**src/rtl/debug_mode_scheduler_if.sv**
```systemverilog
// Command/handshake bundle between the debugger front end and the mode scheduler.
// The slave side is the scheduler; the master side drives received bytes and done pulses.
interface debug_mode_scheduler_if #(
    parameter int CNT_W = 32
);
    logic [7:0]       i_rx_data;
    logic             is_rx_done;
    logic             is_load_done;
    logic             is_fast_done;
    logic             is_step_done;
    logic             is_stop_pipe;
    logic             os_load_start;
    logic             os_fast_start;
    logic             os_step_start;
    logic             os_cmd_err;
    logic             os_timeout;
    logic [2:0]       o_state;
    logic             o_busy;
    logic             o_loaded;
    logic [CNT_W-1:0] o_step_count;

    modport slave (
        input  i_rx_data, is_rx_done, is_load_done, is_fast_done, is_step_done, is_stop_pipe,
        output os_load_start, os_fast_start, os_step_start, os_cmd_err, os_timeout,
        output o_state, o_busy, o_loaded, o_step_count
    );

    modport master (
        output i_rx_data, is_rx_done, is_load_done, is_fast_done, is_step_done, is_stop_pipe,
        input  os_load_start, os_fast_start, os_step_start, os_cmd_err, os_timeout,
        input  o_state, o_busy, o_loaded, o_step_count
    );
endinterface

```
**src/rtl/debug_mode_scheduler.sv**
```systemverilog
// Debugger top-level sequencer: decodes UART command bytes and runs exactly one debug mode
// (load, continuous run, single step) at a time, with an optional per-mode watchdog.
module debug_mode_scheduler #(
    parameter logic [7:0] CMD_LOAD = 8'h4C,
    parameter logic [7:0] CMD_FAST = 8'h43,
    parameter logic [7:0] CMD_STEP = 8'h53,
    parameter logic [7:0] CMD_EXIT = 8'h45,
    parameter int         CNT_W    = 32,
    parameter int         TIMEOUT  = 0
) (
    input logic                   clk,
    input logic                   rst,
    debug_mode_scheduler_if.slave dbg
);
    typedef enum logic [2:0] {
        ST_IDLE      = 3'd0,
        ST_LOAD      = 3'd1,
        ST_FAST      = 3'd2,
        ST_STEP_WAIT = 3'd3,
        ST_STEP_RUN  = 3'd4
    } state_e;

    localparam int              WD_W    = (TIMEOUT > 1) ? $clog2(TIMEOUT) : 1;
    localparam logic [WD_W-1:0] WD_LAST = WD_W'(TIMEOUT - 1);

    state_e           state_q, state_d;
    logic             loaded_q, loaded_d;
    logic             halt_q, halt_d;
    logic [CNT_W-1:0] count_q, count_d;
    logic [WD_W-1:0]  wd_q, wd_d;
    logic             load_start_q, load_start_d;
    logic             fast_start_q, fast_start_d;
    logic             step_start_q, step_start_d;
    logic             cmd_err_q, cmd_err_d;
    logic             timeout_q, timeout_d;
    logic             busy_q, busy_d;
    logic             wd_expire;

    // Expiry fires on the last allowed cycle so the IDLE return lands exactly TIMEOUT cycles in.
    assign wd_expire = (TIMEOUT != 0) && (wd_q == WD_LAST);

    always_comb begin
        state_d      = state_q;
        loaded_d     = loaded_q;
        halt_d       = halt_q;
        count_d      = count_q;
        load_start_d = 1'b0;
        fast_start_d = 1'b0;
        step_start_d = 1'b0;
        cmd_err_d    = 1'b0;
        timeout_d    = 1'b0;

        unique case (state_q)
            ST_IDLE: begin
                if (dbg.is_rx_done) begin
                    if (dbg.i_rx_data == CMD_LOAD) begin
                        state_d      = ST_LOAD;
                        load_start_d = 1'b1;
                    end else if (dbg.i_rx_data == CMD_FAST && loaded_q) begin
                        state_d      = ST_FAST;
                        fast_start_d = 1'b1;
                    end else if (dbg.i_rx_data == CMD_STEP && loaded_q) begin
                        state_d = ST_STEP_WAIT;
                        count_d = '0;
                    end else begin
                        cmd_err_d = 1'b1;
                    end
                end
            end
            ST_LOAD: begin
                // Bytes arriving here are program data for the loader, not commands.
                if (dbg.is_load_done) begin
                    state_d  = ST_IDLE;
                    loaded_d = 1'b1;
                end else if (wd_expire) begin
                    state_d   = ST_IDLE;
                    timeout_d = 1'b1;
                    loaded_d  = 1'b0;
                end
            end
            ST_FAST: begin
                cmd_err_d = dbg.is_rx_done;
                if (dbg.is_fast_done) begin
                    state_d  = ST_IDLE;
                    loaded_d = 1'b0;
                end else if (wd_expire) begin
                    state_d   = ST_IDLE;
                    timeout_d = 1'b1;
                    loaded_d  = 1'b0;
                end
            end
            ST_STEP_WAIT: begin
                if (dbg.is_rx_done) begin
                    if (dbg.i_rx_data == CMD_STEP) begin
                        state_d      = ST_STEP_RUN;
                        step_start_d = 1'b1;
                        count_d      = count_q + {{(CNT_W-1){1'b0}}, 1'b1};
                    end else if (dbg.i_rx_data == CMD_EXIT) begin
                        state_d = ST_IDLE;
                    end else begin
                        cmd_err_d = 1'b1;
                    end
                end
            end
            ST_STEP_RUN: begin
                cmd_err_d = dbg.is_rx_done;
                if (dbg.is_step_done) begin
                    if (halt_q || dbg.is_stop_pipe) begin
                        state_d  = ST_IDLE;
                        loaded_d = 1'b0;
                    end else begin
                        state_d = ST_STEP_WAIT;
                    end
                end else if (wd_expire) begin
                    state_d   = ST_IDLE;
                    timeout_d = 1'b1;
                    loaded_d  = 1'b0;
                end else if (dbg.is_stop_pipe) begin
                    halt_d = 1'b1;
                end
            end
            default: begin
                state_d = ST_IDLE;
            end
        endcase

        // HALT only matters for the step in flight; forget it once the step run ends.
        if (state_d != ST_STEP_RUN) begin
            halt_d = 1'b0;
        end

        busy_d = (state_d == ST_LOAD) || (state_d == ST_FAST) || (state_d == ST_STEP_RUN);

        if ((state_d != state_q) || !busy_q) begin
            wd_d = '0;
        end else begin
            wd_d = wd_q + WD_W'(1);
        end
    end

    always_ff @(posedge clk or posedge rst) begin
        if (rst) begin
            state_q      <= ST_IDLE;
            loaded_q     <= 1'b0;
            halt_q       <= 1'b0;
            count_q      <= '0;
            wd_q         <= '0;
            load_start_q <= 1'b0;
            fast_start_q <= 1'b0;
            step_start_q <= 1'b0;
            cmd_err_q    <= 1'b0;
            timeout_q    <= 1'b0;
            busy_q       <= 1'b0;
        end else begin
            state_q      <= state_d;
            loaded_q     <= loaded_d;
            halt_q       <= halt_d;
            count_q      <= count_d;
            wd_q         <= wd_d;
            load_start_q <= load_start_d;
            fast_start_q <= fast_start_d;
            step_start_q <= step_start_d;
            cmd_err_q    <= cmd_err_d;
            timeout_q    <= timeout_d;
            busy_q       <= busy_d;
        end
    end

    assign dbg.os_load_start = load_start_q;
    assign dbg.os_fast_start = fast_start_q;
    assign dbg.os_step_start = step_start_q;
    assign dbg.os_cmd_err    = cmd_err_q;
    assign dbg.os_timeout    = timeout_q;
    assign dbg.o_state       = state_q;
    assign dbg.o_busy        = busy_q;
    assign dbg.o_loaded      = loaded_q;
    assign dbg.o_step_count  = count_q;
endmodule

```
**src/flat_wrapper.sv**
```systemverilog
// flat-port wrapper written by rule: the top's interface ports become plain ports
module debug_mode_scheduler_flat 
#(
    parameter logic [7:0] CMD_LOAD = 8'h4C,
    parameter logic [7:0] CMD_FAST = 8'h43,
    parameter logic [7:0] CMD_STEP = 8'h53,
    parameter logic [7:0] CMD_EXIT = 8'h45,
    parameter int         CNT_W    = 32,
    parameter int         TIMEOUT  = 0
)
  (clk, rst, dbg_i_rx_data, dbg_is_rx_done, dbg_is_load_done, dbg_is_fast_done, dbg_is_step_done, dbg_is_stop_pipe, dbg_os_load_start, dbg_os_fast_start, dbg_os_step_start, dbg_os_cmd_err, dbg_os_timeout, dbg_o_state, dbg_o_busy, dbg_o_loaded, dbg_o_step_count);
  debug_mode_scheduler_if #(.CNT_W(CNT_W)) dbg_i ();
  input logic clk;
  input logic rst;
  input wire logic [$bits(dbg_i.i_rx_data)-1:0] dbg_i_rx_data;
  input wire logic [$bits(dbg_i.is_rx_done)-1:0] dbg_is_rx_done;
  input wire logic [$bits(dbg_i.is_load_done)-1:0] dbg_is_load_done;
  input wire logic [$bits(dbg_i.is_fast_done)-1:0] dbg_is_fast_done;
  input wire logic [$bits(dbg_i.is_step_done)-1:0] dbg_is_step_done;
  input wire logic [$bits(dbg_i.is_stop_pipe)-1:0] dbg_is_stop_pipe;
  output wire logic [$bits(dbg_i.os_load_start)-1:0] dbg_os_load_start;
  output wire logic [$bits(dbg_i.os_fast_start)-1:0] dbg_os_fast_start;
  output wire logic [$bits(dbg_i.os_step_start)-1:0] dbg_os_step_start;
  output wire logic [$bits(dbg_i.os_cmd_err)-1:0] dbg_os_cmd_err;
  output wire logic [$bits(dbg_i.os_timeout)-1:0] dbg_os_timeout;
  output wire logic [$bits(dbg_i.o_state)-1:0] dbg_o_state;
  output wire logic [$bits(dbg_i.o_busy)-1:0] dbg_o_busy;
  output wire logic [$bits(dbg_i.o_loaded)-1:0] dbg_o_loaded;
  output wire logic [$bits(dbg_i.o_step_count)-1:0] dbg_o_step_count;
  assign dbg_i.i_rx_data = dbg_i_rx_data;
  assign dbg_i.is_rx_done = dbg_is_rx_done;
  assign dbg_i.is_load_done = dbg_is_load_done;
  assign dbg_i.is_fast_done = dbg_is_fast_done;
  assign dbg_i.is_step_done = dbg_is_step_done;
  assign dbg_i.is_stop_pipe = dbg_is_stop_pipe;
  assign dbg_os_load_start = dbg_i.os_load_start;
  assign dbg_os_fast_start = dbg_i.os_fast_start;
  assign dbg_os_step_start = dbg_i.os_step_start;
  assign dbg_os_cmd_err = dbg_i.os_cmd_err;
  assign dbg_os_timeout = dbg_i.os_timeout;
  assign dbg_o_state = dbg_i.o_state;
  assign dbg_o_busy = dbg_i.o_busy;
  assign dbg_o_loaded = dbg_i.o_loaded;
  assign dbg_o_step_count = dbg_i.o_step_count;
  debug_mode_scheduler #(.CMD_LOAD(CMD_LOAD), .CMD_FAST(CMD_FAST), .CMD_STEP(CMD_STEP), .CMD_EXIT(CMD_EXIT), .CNT_W(CNT_W), .TIMEOUT(TIMEOUT)) u_core (.clk(clk), .rst(rst), .dbg(dbg_i));
endmodule
```
**config.mk**
```make
export PLATFORM = sky130hd
export DESIGN_NAME = debug_mode_scheduler_flat
export DESIGN_NICKNAME = d
export VERILOG_FILES = /design/src/rtl/debug_mode_scheduler_if.sv /design/src/rtl/debug_mode_scheduler.sv /design/src/flat_wrapper.sv
export SDC_FILE = /design/constraint.sdc
export NUM_CORES = 1
export LEC_CHECK = 0
export ABC_AREA = 1
export CAP_MARGIN = 20
export CORE_ASPECT_RATIO = 0.7
export CORE_UTILIZATION = 45
export CTS_CLUSTER_SIZE = 10
export DETAILED_ROUTE_END_ITERATION = 8
export PLACE_DENSITY = 0.78
export SLEW_MARGIN = 20
export SYNTH_ARGS = -nofsm -noshare
export SYNTH_HDL_FRONTEND = slang
export SYNTH_SLANG_ARGS = --single-unit
```
**constraint.sdc**
```tcl
create_clock -name clk -period 1.7 [get_ports clk]
set_input_delay 0.34 -clock clk [delete_from_list [all_inputs] [get_ports clk]]
set_output_delay 0.34 -clock clk [all_outputs]
set_load 0.01 [all_outputs]
```
==> summary.md <==
| Metric | Value |
|---|---|
| Status | complete, no violations |
| DR DRC count | 0 |
| Fin crit share | 97.2% |
| DR vias/cell | 5.23 |
| First DRT Iteration DRCs | 277 |
| Tot GR Track Use | 24.5% |
| Clk sinks | 42 |
| Critical path arrival | 1.31 ns |
| Drt pass-1 iters | 5 |
| CP Class | reg -> out |
| Setup_tns | 0 ns |
| Most frequent cells in the layout | 150 x nand2_1, 61 x nor2_1, 50 x nand3_1 |
| Worst-Skew Late Latency | 0.30 ns |
| Nature of the critical path startpoint | register |
| Synth cell types | 31 |
| Post-Syn Area | 0.00295 mm^2 |
| Routed wire length | 8250 um |
| Core Rows | 24 |
| Pwr Density | 910 mW/mm^2 |
| Synth Warn # | 0 |
| Clock-pin slew on the worst setup and hold paths | 0.08 ns |
| Layout area overhead | 35.7% |
| Leakage | 1.72 nW |
| Avg WL per Cell | 13.7 um |
| Clk_skew | 0.00740 ns |
| Largest net degree at the start of global routing | 43 |
| Buffers on Ports | 55 |
| CP Max Fanout | 3 |
| Vias in the first global route | 2838 |
| Avg Inst Size Synth | 6.65 um^2 |
| Root buf cell | clkbuf_8 |
| RePlAce Congestion | 0.914 |
| Diodes inserted | 0 |
| Initial antenna violation count | 0 |
| Sequential-to-total area share from yosys stat | 35.7% |
| Req. time, crit path | 1.36 ns |
| Placed Area | 0.00370 mm^2 |
| Die H | 69.7 um |
| Max clock buf depth | 2 |
| Crit end category | output pin |
| First-pass GRT wire length | 13500 um |
| Fin. max-slew vios | 0 |
| Total global routing overflow | 0 |
| MaxCap Viol Count | 0 |
| Leading cell type in the layout, fill and taps excluded | nand2_1 |
| CORE AREA | 0.00628 mm^2 |
| Yosys reg bits | 42 |
| CTS buffer count | 5 |
| Initial Util | 46.9% |
| Mapped Cells | 443 |
| Design area | 0.00400 mm^2 |
| Maximum vdd drop | 501 uV |
| Worst Hold Class | in -> async |
| Total Power | 3.64 mW |
| TritonCTS clock tree | built |
| Vias | 3159 |
| DIE AREA | 0.00688 mm^2 |
| Maximum clock rate | 605 MHz |
| # setup viols final | 0 |
| Fin. Hold Viols | 0 |
| Die X-Extent | 98.7 um |
| Ports | 57 |
| Hold-fix buffers, CTS | 0 |
| RSZ-0062 raised after global routing | no |
| HPWL after detailed placement | 6020 um |
| H-tree depth | 2 |
| Proportion of layout cells with a drive suffix above 1 | 18.6% |
| Routed Antenna Nets | 0 |
| # nets final | 541 |
| Post-Syn Nets | 459 |
| Min Tclk post-route | 1.65 ns |
state kept, by name (all words and copies together), names as in the netlist:
| name | flops |
|---|---|
| u_core.dbg.os_fast_start | 1 |
| u_core.dbg.os_step_start | 1 |
| u_core.dbg.o_loaded | 1 |
| u_core.dbg.o_busy | 1 |
| u_core.halt_q | 1 |
| u_core.dbg.os_load_start | 1 |
| u_core.dbg.os_cmd_err | 1 |
| u_core.dbg.o_step_count | 32 |
| u_core.dbg.o_state | 3 |
worst paths after layout:
path,startpoint,end,slack [ns],cells past startpoint
setup / recovery,u_core.dbg.o_step_count[8]$_DFFE_PP0P_,dbg_o_step_count[8],0.05,2
hold / removal,rst,u_core.dbg.os_fast_start$_DFF_PP0_,0.41,3
setup reg to reg,u_core.dbg.o_step_count[0]$_DFFE_PP0P_,u_core.dbg.o_step_count[24]$_DFFE_PP0P_,0.12,9
hold reg to reg,u_core.halt_q$_DFFE_PP0P_,u_core.halt_q$_DFFE_PP0P_,0.53,2
max in group asynchronous,rst,u_core.dbg.o_step_count[2]$_DFFE_PP0P_,1.07,3
min in group clk,dbg_i_rx_data[6],u_core.dbg.os_fast_start$_DFF_PP0_,0.48,5
critical path, cell delays in order, from the launching register on:
cell and delay, ns:
dfrtp_1 0.36, buf_4 0.12, clkdlybuf4s50_1 0.54
cells by family after synthesis:
group | count (synthesis) | share of synthesized area, %
buffers and inverters | 53 | 8.62
DFF | 42 | 35.7
xor gates and xnor gates | 10 | 2.97
and+or+nand+nor | 298 | 43.7
adders and majority gates | 1 | 0.425
other | 1 | 0.127
AOI/OAI and AO/OA | 38 | 8.50
Yosys cell counts:
master / n / area [um^2]
a21o_1: 3 / 22.5
a21oi_1: 7 / 35.0
a21oi_2: 1 / 8.76
a31oi_1: 1 / 6.26
buf_2: 2 / 10.0
buf_4: 2 / 15.0
buf_6: 6 / 67.6
conb_1: 1 / 3.75
dfrtp_1: 42 / 1050
ha_1: 1 / 12.5
inv_1: 36 / 135
inv_2: 7 / 26.3
nand2_1: 151 / 567
nand2_2: 3 / 18.8
nand3_1: 50 / 250
nand3_2: 2 / 20.0
nand4_1: 6 / 37.5
nor2_1: 67 / 251
nor2_2: 5 / 31.3
nor2_4: 2 / 22.5
nor3_1: 7 / 35.0
nor3_4: 2 / 32.5
nor3b_1: 1 / 7.51
o211ai_1: 1 / 7.51
o21ai_0: 5 / 25.0
o21ai_1: 7 / 35.0
o21ai_2: 10 / 87.6
o21bai_1: 3 / 22.5
or2_2: 2 / 12.5
xnor2_1: 4 / 35.0
xor2_1: 6 / 52.6
layout make-up:
cell class	count	area, um^2
Timing Repair Buffer	85	871
Fill cell	552	2280
Clock buffer	6	72.6
Multi-Input combinational cell	348	1680
Tap cell	78	97.6
Sequential cell	42	1070
Clock inverter	2	37.5
Inverter	43	164
where the power goes:
group          leakage, nW  internal (mW)  total (mW)  switching [mW]
clock network       0.0514          0.439       0.801           0.362
logic                 1.12          0.691        1.66           0.968
registers            0.545           1.09        1.18          0.0872
metrics by stage:
stage	utilization, %	hold slack (ns)	instances	setup WS, ns
after global routing	63.7	0.441	604	0.000631
after CTS	60.9	0.421	597	0.000942
final	63.7	0.407	604	0.0484
after detailed placement	58.9	0.516	587	-0.204
after global placement	58.9	0.506	587	-0.154
after floorplan	-	0.457	443	0.111
per-layer routing:
| layer | up-vias | routed length [um] | GRT usage, % |
|---|---|---|---|
| met5 | - | 0 | 0 |
| met4 | 0 | 65 | 4.98 |
| met3 | 10 | 679 | 4.33 |
| met2 | 124 | 3480 | 35.9 |
| met1 | 1443 | 4020 | 37.7 |
| li1 | 1582 | - | - |
timing repair:
action                                  in CTS  in global routing
pin swaps                                    0                  3
gates cloned                                 0                  3
setup buffers                                2                  4
gates resized for setup                      2                 36
endpoints found under the setup margin       4                 38
No activity file was read; power rests on OpenSTA's default activity.
